$ cat src/rtl/shift_pkg.sv
// Shared definitions for the shift unit: operation encodings and default sizes.
package shift_pkg;

    localparam int unsigned DEF_WIDTH = 32;
    localparam int unsigned DEF_SFT_W = 5;

    typedef enum logic [1:0] {
        OP_SRL  = 2'b00,
        OP_SRA  = 2'b01,
        OP_SLL  = 2'b10,
        OP_PASS = 2'b11
    } shift_op_e;

endpackage : shift_pkg

$ cat src/rtl/barrel_shift_right.sv
// Logarithmic right barrel shifter, logical or arithmetic.
// Ports:
//   data_i  - operand
//   sft_i   - shift amount
//   arith_i - 1: fill vacated bits with data_i[WIDTH-1]; 0: fill with zeros
//   data_o  - shifted result (combinational)
module barrel_shift_right #(
    parameter int unsigned WIDTH = 32,
    parameter int unsigned SFT_W = 5
) (
    input  logic [WIDTH-1:0] data_i,
    input  logic [SFT_W-1:0] sft_i,
    input  logic             arith_i,
    output logic [WIDTH-1:0] data_o
);

    // One extra top bit carries the fill value so every stage is a signed shift.
    logic [WIDTH:0] stage;

    always_comb begin
        stage = {arith_i & data_i[WIDTH-1], data_i};
        for (int unsigned i = 0; i < SFT_W; i++) begin
            if (sft_i[i]) begin
                stage = (WIDTH+1)'($signed(stage) >>> (1 << i));
            end
        end
        data_o = stage[WIDTH-1:0];
    end

endmodule : barrel_shift_right

$ cat src/rtl/shift_unit_arbiter.sv
// Two-port round-robin arbiter in front of a shared barrel shifter with one
// registered result stage (valid/ready).
// Ports:
//   clk, rst                  - clock, synchronous active-high reset
//   reqN_valid/ready          - request handshake for port N (ready is combinational)
//   reqN_data/sft/op          - operand, shift amount, operation for port N
//   rsp_valid/ready           - result handshake
//   rsp_data, rsp_src         - registered result and originating port
module shift_unit_arbiter
    import shift_pkg::*;
#(
    parameter int unsigned WIDTH = DEF_WIDTH,
    parameter int unsigned SFT_W = DEF_SFT_W
) (
    input  logic             clk,
    input  logic             rst,
    input  logic             req0_valid,
    output logic             req0_ready,
    input  logic [WIDTH-1:0] req0_data,
    input  logic [SFT_W-1:0] req0_sft,
    input  logic [1:0]       req0_op,
    input  logic             req1_valid,
    output logic             req1_ready,
    input  logic [WIDTH-1:0] req1_data,
    input  logic [SFT_W-1:0] req1_sft,
    input  logic [1:0]       req1_op,
    output logic             rsp_valid,
    input  logic             rsp_ready,
    output logic [WIDTH-1:0] rsp_data,
    output logic             rsp_src
);

    logic             rsp_valid_q, rsp_valid_d;
    logic [WIDTH-1:0] rsp_data_q,  rsp_data_d;
    logic             rsp_src_q,   rsp_src_d;
    logic             prio_q,      prio_d;     // port favoured when both are valid

    logic             grant0, grant1, can_accept, accept;
    logic [WIDTH-1:0] sel_data, sh_in, sh_out, result;
    logic [SFT_W-1:0] sel_sft;
    shift_op_e        sel_op;

    // Arbitration, handshake and operand preparation.
    always_comb begin
        grant1     = req1_valid & (~req0_valid | prio_q);
        grant0     = req0_valid & ~grant1;
        can_accept = ~rsp_valid_q | rsp_ready;
        req0_ready = grant0 & can_accept & ~rst;
        req1_ready = grant1 & can_accept & ~rst;
        accept     = req0_ready | req1_ready;

        sel_data = grant1 ? req1_data : req0_data;
        sel_sft  = grant1 ? req1_sft  : req0_sft;
        sel_op   = shift_op_e'(grant1 ? req1_op : req0_op);

        // Left shift runs through the right shifter on the bit-reversed operand.
        sh_in = sel_data;
        if (sel_op == OP_SLL) begin
            for (int unsigned i = 0; i < WIDTH; i++) begin
                sh_in[i] = sel_data[WIDTH-1-i];
            end
        end
    end

    barrel_shift_right #(
        .WIDTH (WIDTH),
        .SFT_W (SFT_W)
    ) u_shifter (
        .data_i  (sh_in),
        .sft_i   (sel_sft),
        .arith_i (sel_op == OP_SRA),
        .data_o  (sh_out)
    );

    // Result selection and next state of the output register.
    always_comb begin
        result = sh_out;
        if (sel_op == OP_SLL) begin
            for (int unsigned i = 0; i < WIDTH; i++) begin
                result[i] = sh_out[WIDTH-1-i];
            end
        end else if (sel_op == OP_PASS) begin
            result = sel_data;
        end

        rsp_valid_d = rsp_valid_q;
        rsp_data_d  = rsp_data_q;
        rsp_src_d   = rsp_src_q;
        prio_d      = prio_q;
        if (accept) begin
            rsp_valid_d = 1'b1;
            rsp_data_d  = result;
            rsp_src_d   = grant1;
            prio_d      = ~grant1;
        end else if (rsp_ready) begin
            rsp_valid_d = 1'b0;
        end
    end

    always_ff @(posedge clk) begin
        if (rst) begin
            rsp_valid_q <= 1'b0;
            rsp_data_q  <= '0;
            rsp_src_q   <= 1'b0;
            prio_q      <= 1'b0;
        end else begin
            rsp_valid_q <= rsp_valid_d;
            rsp_data_q  <= rsp_data_d;
            rsp_src_q   <= rsp_src_d;
            prio_q      <= prio_d;
        end
    end

    assign rsp_valid = rsp_valid_q;
    assign rsp_data  = rsp_data_q;
    assign rsp_src   = rsp_src_q;

endmodule : shift_unit_arbiter

$ cat config.mk
export PLATFORM = sky130hd
export DESIGN_NAME = shift_unit_arbiter
export DESIGN_NICKNAME = d
export VERILOG_FILES = /design/src/rtl/shift_pkg.sv /design/src/rtl/barrel_shift_right.sv /design/src/rtl/shift_unit_arbiter.sv
export SDC_FILE = /design/constraint.sdc
export NUM_CORES = 1
export LEC_CHECK = 0
export CORE_ASPECT_RATIO = 1.5
export CORE_MARGIN = 2
export CORE_UTILIZATION = 45
export CTS_CLUSTER_DIAMETER = 120
export CTS_CLUSTER_SIZE = 30
export DETAILED_ROUTE_END_ITERATION = 10
export PLACE_DENSITY = 0.85
export SLEW_MARGIN = 10
export SYNTH_ARGS = -nofsm -noshare
export SYNTH_HDL_FRONTEND = slang
export SYNTH_SLANG_ARGS = --single-unit
$ cat constraint.sdc
create_clock -name clk -period 2.9 [get_ports clk]
set_clock_uncertainty 0.15 [all_clocks]
set_input_delay 0.435 -clock clk [delete_from_list [all_inputs] [get_ports clk]]
set_output_delay 0.435 -clock clk [all_outputs]
set_load 0.05 [all_outputs]
==> results of run 1 <==
[what timing repair did]
| item | CTS |
|---|---|
| endpoints found under the setup margin | 33 |
| gates resized for setup | 126 |
| pin swaps | 23 |
| setup buffers | 26 |
| gates cloned | 2 |
[stage by stage]
step / setup TNS (ns) / setup slack [ns] / hold WS (ns) / area (sq um)
CTS: -0.0291 / -0.0116 / 0.300 / 9800
detailed placement: -23.51 / -0.915 / 0.293 / 8910
floorplan: 0 / 0.000503 / 0.313 / 5570
global placement: -19.09 / -0.732 / 0.289 / 8910
[routing by layer]
metal / overflow / global-route usage (%)
met2: 218 / 93.6
met5: 1 / 25.8
met3: 1 / 62.5
met4: 123 / 80.5
met1: 2 / 73.6
[logic make-up after synthesis]
kind of cell / count (synthesis) / share of synthesized area, %
xor gates and xnor gates: 2 / 0.315
buffers and inverters: 73 / 6.72
muxes: 98 / 20.5
and+or+nand+nor: 258 / 21.1
AOI/OAI and AO/OA: 320 / 38.7
DFF: 35 / 12.6
==> metrics list, run 1 <==
- The flow did not finish.
- Stage at which the flow ended: global routing
* Tool error: [ERROR GRT-0116] Global routing finished with congestion. Check the congestion regions in the DRC Viewer.
* Maximum number of pins on one net before global-route repair: 24
- Number of rows in the core area: 49
* Number of flops mapped to enable cells by yosys: 0
- Mapped Cells: 786
* Number of port buffers: 118
- Most numerous cell in the Yosys netlist: sky130_fd_sc_hd__nand2_1
* Initial core utilization: 46.4%
- Once placement completed, the tool counted placed cells totaling 1281.
- Clk Tree Root Cell: sky130_fd_sc_hd__clkbuf_16
- HPWL after detailed placement: 26.8 mm
* Async SR Flop Fraction: 0%
* Ranking of synthesized cells by instance count: 93 x sky130_fd_sc_hd__nand2_1, 77 x sky130_fd_sc_hd__mux2i_1, 65 x sky130_fd_sc_hd__nor2_1
- Synth top area cells: sky130_fd_sc_hd__mux2i_1 14%, sky130_fd_sc_hd__dfxtp_1 13%, sky130_fd_sc_hd__nand2_1 6.3%
- Synth top area share: 13.8%
* Mean cell area of the mapped netlist: 7.09 sq um
- Placer's final routability congestion estimate: 1.32
* Number of nets produced by synthesis: 869
- Floorplan die height: 140 um
- Wire length of the first global-routing pass: 78.6 mm
- In this run the cell area of the synthesized design comes to 5570 sq um.
* Hold buffer count at cts: 0
- YS warnings: 0
- Number of buffers created by CTS: 5
* Sequential fraction of the synthesis area: 12.6%
- sky130_fd_sc_hd__mux2i_1 takes more of the synthesized area than any other cell.
* Number of H-tree levels: 2
- The via count of the first global-routing pass came to 12.1k.
- Post-synthesis sequential element count: 35
- Number of clock sinks: 35
- Top flip-flop cell by instance count after synthesis: sky130_fd_sc_hd__dfxtp_1
- Summed over all layers, the global routing overflow is 345.
- DIE WIDTH: 94.8 um
* Distinct cells, synth: 75
- Max Root-Sink Buffers: 2
- GRT Total Usage: 76.9%
- In this run the count of I/O pins placed on the die edge is 119.
==> inputs of run 2 (changes only) <==
--- a/config.mk
+++ b/config.mk
@@ -5,13 +5,10 @@
 export SDC_FILE = /design/constraint.sdc
 export NUM_CORES = 1
 export LEC_CHECK = 0
-export CORE_ASPECT_RATIO = 1.5
 export CORE_MARGIN = 2
-export CORE_UTILIZATION = 45
-export CTS_CLUSTER_DIAMETER = 120
-export CTS_CLUSTER_SIZE = 30
+export CORE_UTILIZATION = 30
 export DETAILED_ROUTE_END_ITERATION = 10
-export PLACE_DENSITY = 0.85
+export PLACE_DENSITY_LB_ADDON = 0.15
 export SLEW_MARGIN = 10
 export SYNTH_ARGS = -nofsm -noshare
 export SYNTH_HDL_FRONTEND = slang
==> constraint.sdc (replaced) <==
create_clock -name clk -period 3.8 [get_ports clk]
set_clock_uncertainty 0.15 [all_clocks]
set_input_delay 0.57 -clock clk [delete_from_list [all_inputs] [get_ports clk]]
set_output_delay 0.57 -clock clk [all_outputs]
set_load 0.05 [all_outputs]
==> run 2 against run 1 <==
Effect of this change:
- the flow now finishes without violations
- area after synthesis stayed put
- synthesized cell count did not move
==> metrics list, run 2 <==
- Dividing the detail-routed wire length by the instance count gives 28.2 um.
- Entering global routing, the biggest net connects 35 pins.
* Initial antenna violation count: 0
- Number of clock sinks: 35
- DIE AREA: 19700 sq um
- The H-tree was split into 2 levels.
- Distinct cells, synth: 75
- Routed vias/inst: 6.35
* Iteration-0 DRC count of the detailed router: 1091
- For this run, the number of Yosys warnings is 0.
* Crit share post-route: 98.6%
* Num ports: 119
- Largest register FFs: 32
* Unrepaired setup endpoints after global routing: no
* Post-route cell area: 8510 sq um
- Synth top area cells: sky130_fd_sc_hd__mux2i_1 14%, sky130_fd_sc_hd__dfxtp_1 13%, sky130_fd_sc_hd__nand2_1 6.3%
* Hold buffer count at cts: 0
* Achievable frequency: 267 MHz
- Tmin final: 3.75 ns
- Counting flops and latches in the post-synthesis netlist gives 35.
- The top cell types in the final layout, fill and taps aside, are 180 x sky130_fd_sc_hd__buf_4, 116 x sky130_fd_sc_hd__clkdlybuf4s50_1, 92 x sky130_fd_sc_hd__nand2_1.
- Async SR Flop Fraction: 0%
- The tool flagged a number of max-cap violations equal to 0.
- For this run, the post-layout net count is 1118.
* Number of port buffers: 118
- Yosys top cell by area: sky130_fd_sc_hd__mux2i_1
- Total power density per cell area: 319 nW/um^2
* Initial core utilization: 30.8%
- The HPWL after detailed placement is 29.3 mm.
- Number of endpoints with negative hold slack in the final report: 0
* Peak fanout along the critical path: 8
- Max Root-Sink Buffers: 2
- The cell area that synthesis handed to floorplanning was 5570 sq um.
- Sorting the synthesized cells by how often they occur yields 93 x sky130_fd_sc_hd__nand2_1, 77 x sky130_fd_sc_hd__mux2i_1, 65 x sky130_fd_sc_hd__nor2_1.
* Synth top area share: 13.8%
- Placer's final routability congestion estimate: 1.04
* Final setup viols: 0
- Top flip-flop cell by instance count after synthesis: sky130_fd_sc_hd__dfxtp_1
* Total setup buffers inserted after CTS: 0
* GRT Total Usage: 35.3%
* Cell area after placement: 8330 sq um
- Final standard cell utilization of the core: 47.1%
- Clock-pin slew was measured on the worst setup and hold paths at 0.06 ns.
- The max-slew violation count was 0.
* Aggregate global routing overflow: 0
- The analysis attributes to cell leakage a power of 3.51 nW.
- Cell breakdown of the critical path: clkdlybuf4s50_1 -> and2b_4 -> buf_4 -> mux2i_1 -> o22ai_1 -> buf_4 -> nor3_1 -> a211oi_1 -> a21oi_1 -> a211oi_1 -> a21o_1 -> o221a_1
- At the pin with the least slew margin, the transition time is 0.702 ns.
- Area growth from synthesis to layout: 52.9%
* Mapped Cells: 786
- VDD sags by at most 221 uV.
- Clk Tree Root Cell: sky130_fd_sc_hd__clkbuf_16
- STA classifies the critical path startpoint as an input pin.
- Number of antenna-violating nets in the routed design: 0
* Count of TritonRoute iterations in the first routing pass: 7
- For this block, the via count after detailed routing is 8033.
- CP required: 3.84 ns
* Number of global-route vias before repair: 7720
* Kind of cell with the highest combined delay on the critical path: compound AO/OA/AOI/OAI gates
* Worst Hold Class: register to register
- The floorplan step set the die width to 140 um.
- Number of nets produced by synthesis: 869
* Arrival time worst endpoint: 3.79 ns
- Antenna fix cells: 0
* Final cell count without fillers: 1265
* Sequential fraction of the synthesis area: 12.6%
* Sum of negative setup slack: 0 ns
- Fill cells in the final layout number 1885.
- DRC violation count after routing: 0
* Core area: 18100 sq um
* Outcome: finished, final reports clean
- Yosys instantiated no cell more often than sky130_fd_sc_hd__nand2_1.
- The die is 140 um tall.
- Placed instance count: 1257
- Wire length of the first global-routing pass: 51.2 mm
* Cell type of the slowest stage on the worst timing path: sky130_fd_sc_hd__mux2i_1
* Number of rows in the core area: 49
- Max stage delay on crit path: 0.60 ns
- For the worst-skew pair, the clock arrives at the later sink with an insertion delay of 0.29 ns.
- The worst setup path is of the input pin to register kind.
- Number of buffers created by CTS: 5
- Yosys mapped a number of flops with a built-in enable equal to 0.
* Mean cell area of the mapped netlist: 7.09 sq um
- Endpoint kind of the worst setup timing path: register
- The routed design has 35.6 mm of wire.
* Count of cells resized by post-cts repair: 0
- Total power for the finished layout comes to 2.72 mW.
- Commonest non-fill, non-tap cell in the layout: sky130_fd_sc_hd__buf_4
* Worst Path Buf+Inv: 3
- In the final layout, the share of cells above drive strength 1 is 23.2%.
* Clock tree from TritonCTS: done
* Worst max-slew margin expressed relative to the limit: 51.9%
==> run 2: cell counts after synthesis <==
Identical to the previous run, type by type.
==> run 2: report_power, final <==
part / total [mW] / switching [mW] / internal, mW
sequential: 0.449 / 0.0316 / 0.417
clock: 0.502 / 0.188 / 0.313
combinational: 1.77 / 1.06 / 0.707
==> run 2: area by class of cell <==
type	count	area, sq um	area share [%]
multi-input cells	678	4510	53.0
repair buffers	312	2830	33.3
clock buffers	5	125	1.47
inverters	3	11.3	0.132
well taps	229	287	3.37
clock inverters	3	47.5	0.558
flip-flops and latches	35	701	8.23
==> run 2: cells by family after synthesis <==
kind of cell	Yosys count	synth area share (%)
xor gates and xnor gates	2	0.315
DFF	35	12.6
buffers and inverters	73	6.72
muxes	98	20.5
and+or+nand+nor	258	21.1
AOI/OAI and AO/OA	320	38.7
==> run 2: per-stage QoR <==
stage,hold WS (ns),setup WS (ns)
floorplan,0.313,0.766
global placement,0.293,-0.257
detailed placement,0.292,-0.175
CTS,0.306,0.121
global route,0.328,0.00431
finish,0.302,0.0532
==> run 2: routing by layer <==
| layer | routed length (um) | up-vias | GRT usage, % |
|---|---|---|---|
| met4 | 1340 | 0 | 12.0 |
| li1 | - | 3586 | - |
| met5 | 0 | - | 0 |
| met2 | 15100 | 501 | 52.9 |
| met3 | 3540 | 72 | 7.49 |
| met1 | 15700 | 3874 | 50.1 |
==> run 2: worst paths after layout <==
kind | startpoint | endpoint | slack [ns] | cells after the start
hold reg to reg | rsp_src$_SDFFE_PP0P_ | rsp_src$_SDFFE_PP0P_ | 0.30 | 2
setup / recovery | req1_op[0] | rsp_data[14]$_SDFFE_PP0P_ | 0.05 | 12
setup reg to reg | prio_q$_SDFFE_PP0P_ | rsp_data[10]$_SDFFE_PP0P_ | 0.55 | 12
hold / removal | rsp_src$_SDFFE_PP0P_ | rsp_src$_SDFFE_PP0P_ | 0.30 | 2
==> run 2: worst reg2reg max path: stages, from the launching register on <==
cell                        delay, ns
sky130_fd_sc_hd__dfxtp_1         0.38
sky130_fd_sc_hd__nor2b_1         0.07
sky130_fd_sc_hd__buf_4           0.16
sky130_fd_sc_hd__or3_1           0.42
sky130_fd_sc_hd__buf_12          0.20
sky130_fd_sc_hd__o22ai_1         0.17
sky130_fd_sc_hd__nor3_1          0.09
sky130_fd_sc_hd__buf_4           0.16
sky130_fd_sc_hd__nor2_1          0.30
sky130_fd_sc_hd__nand3_1         0.12
sky130_fd_sc_hd__a31oi_1         0.27
sky130_fd_sc_hd__a21oi_1         0.16
sky130_fd_sc_hd__a2111oi_1       0.47
Power figures use the tool's default switching activity.
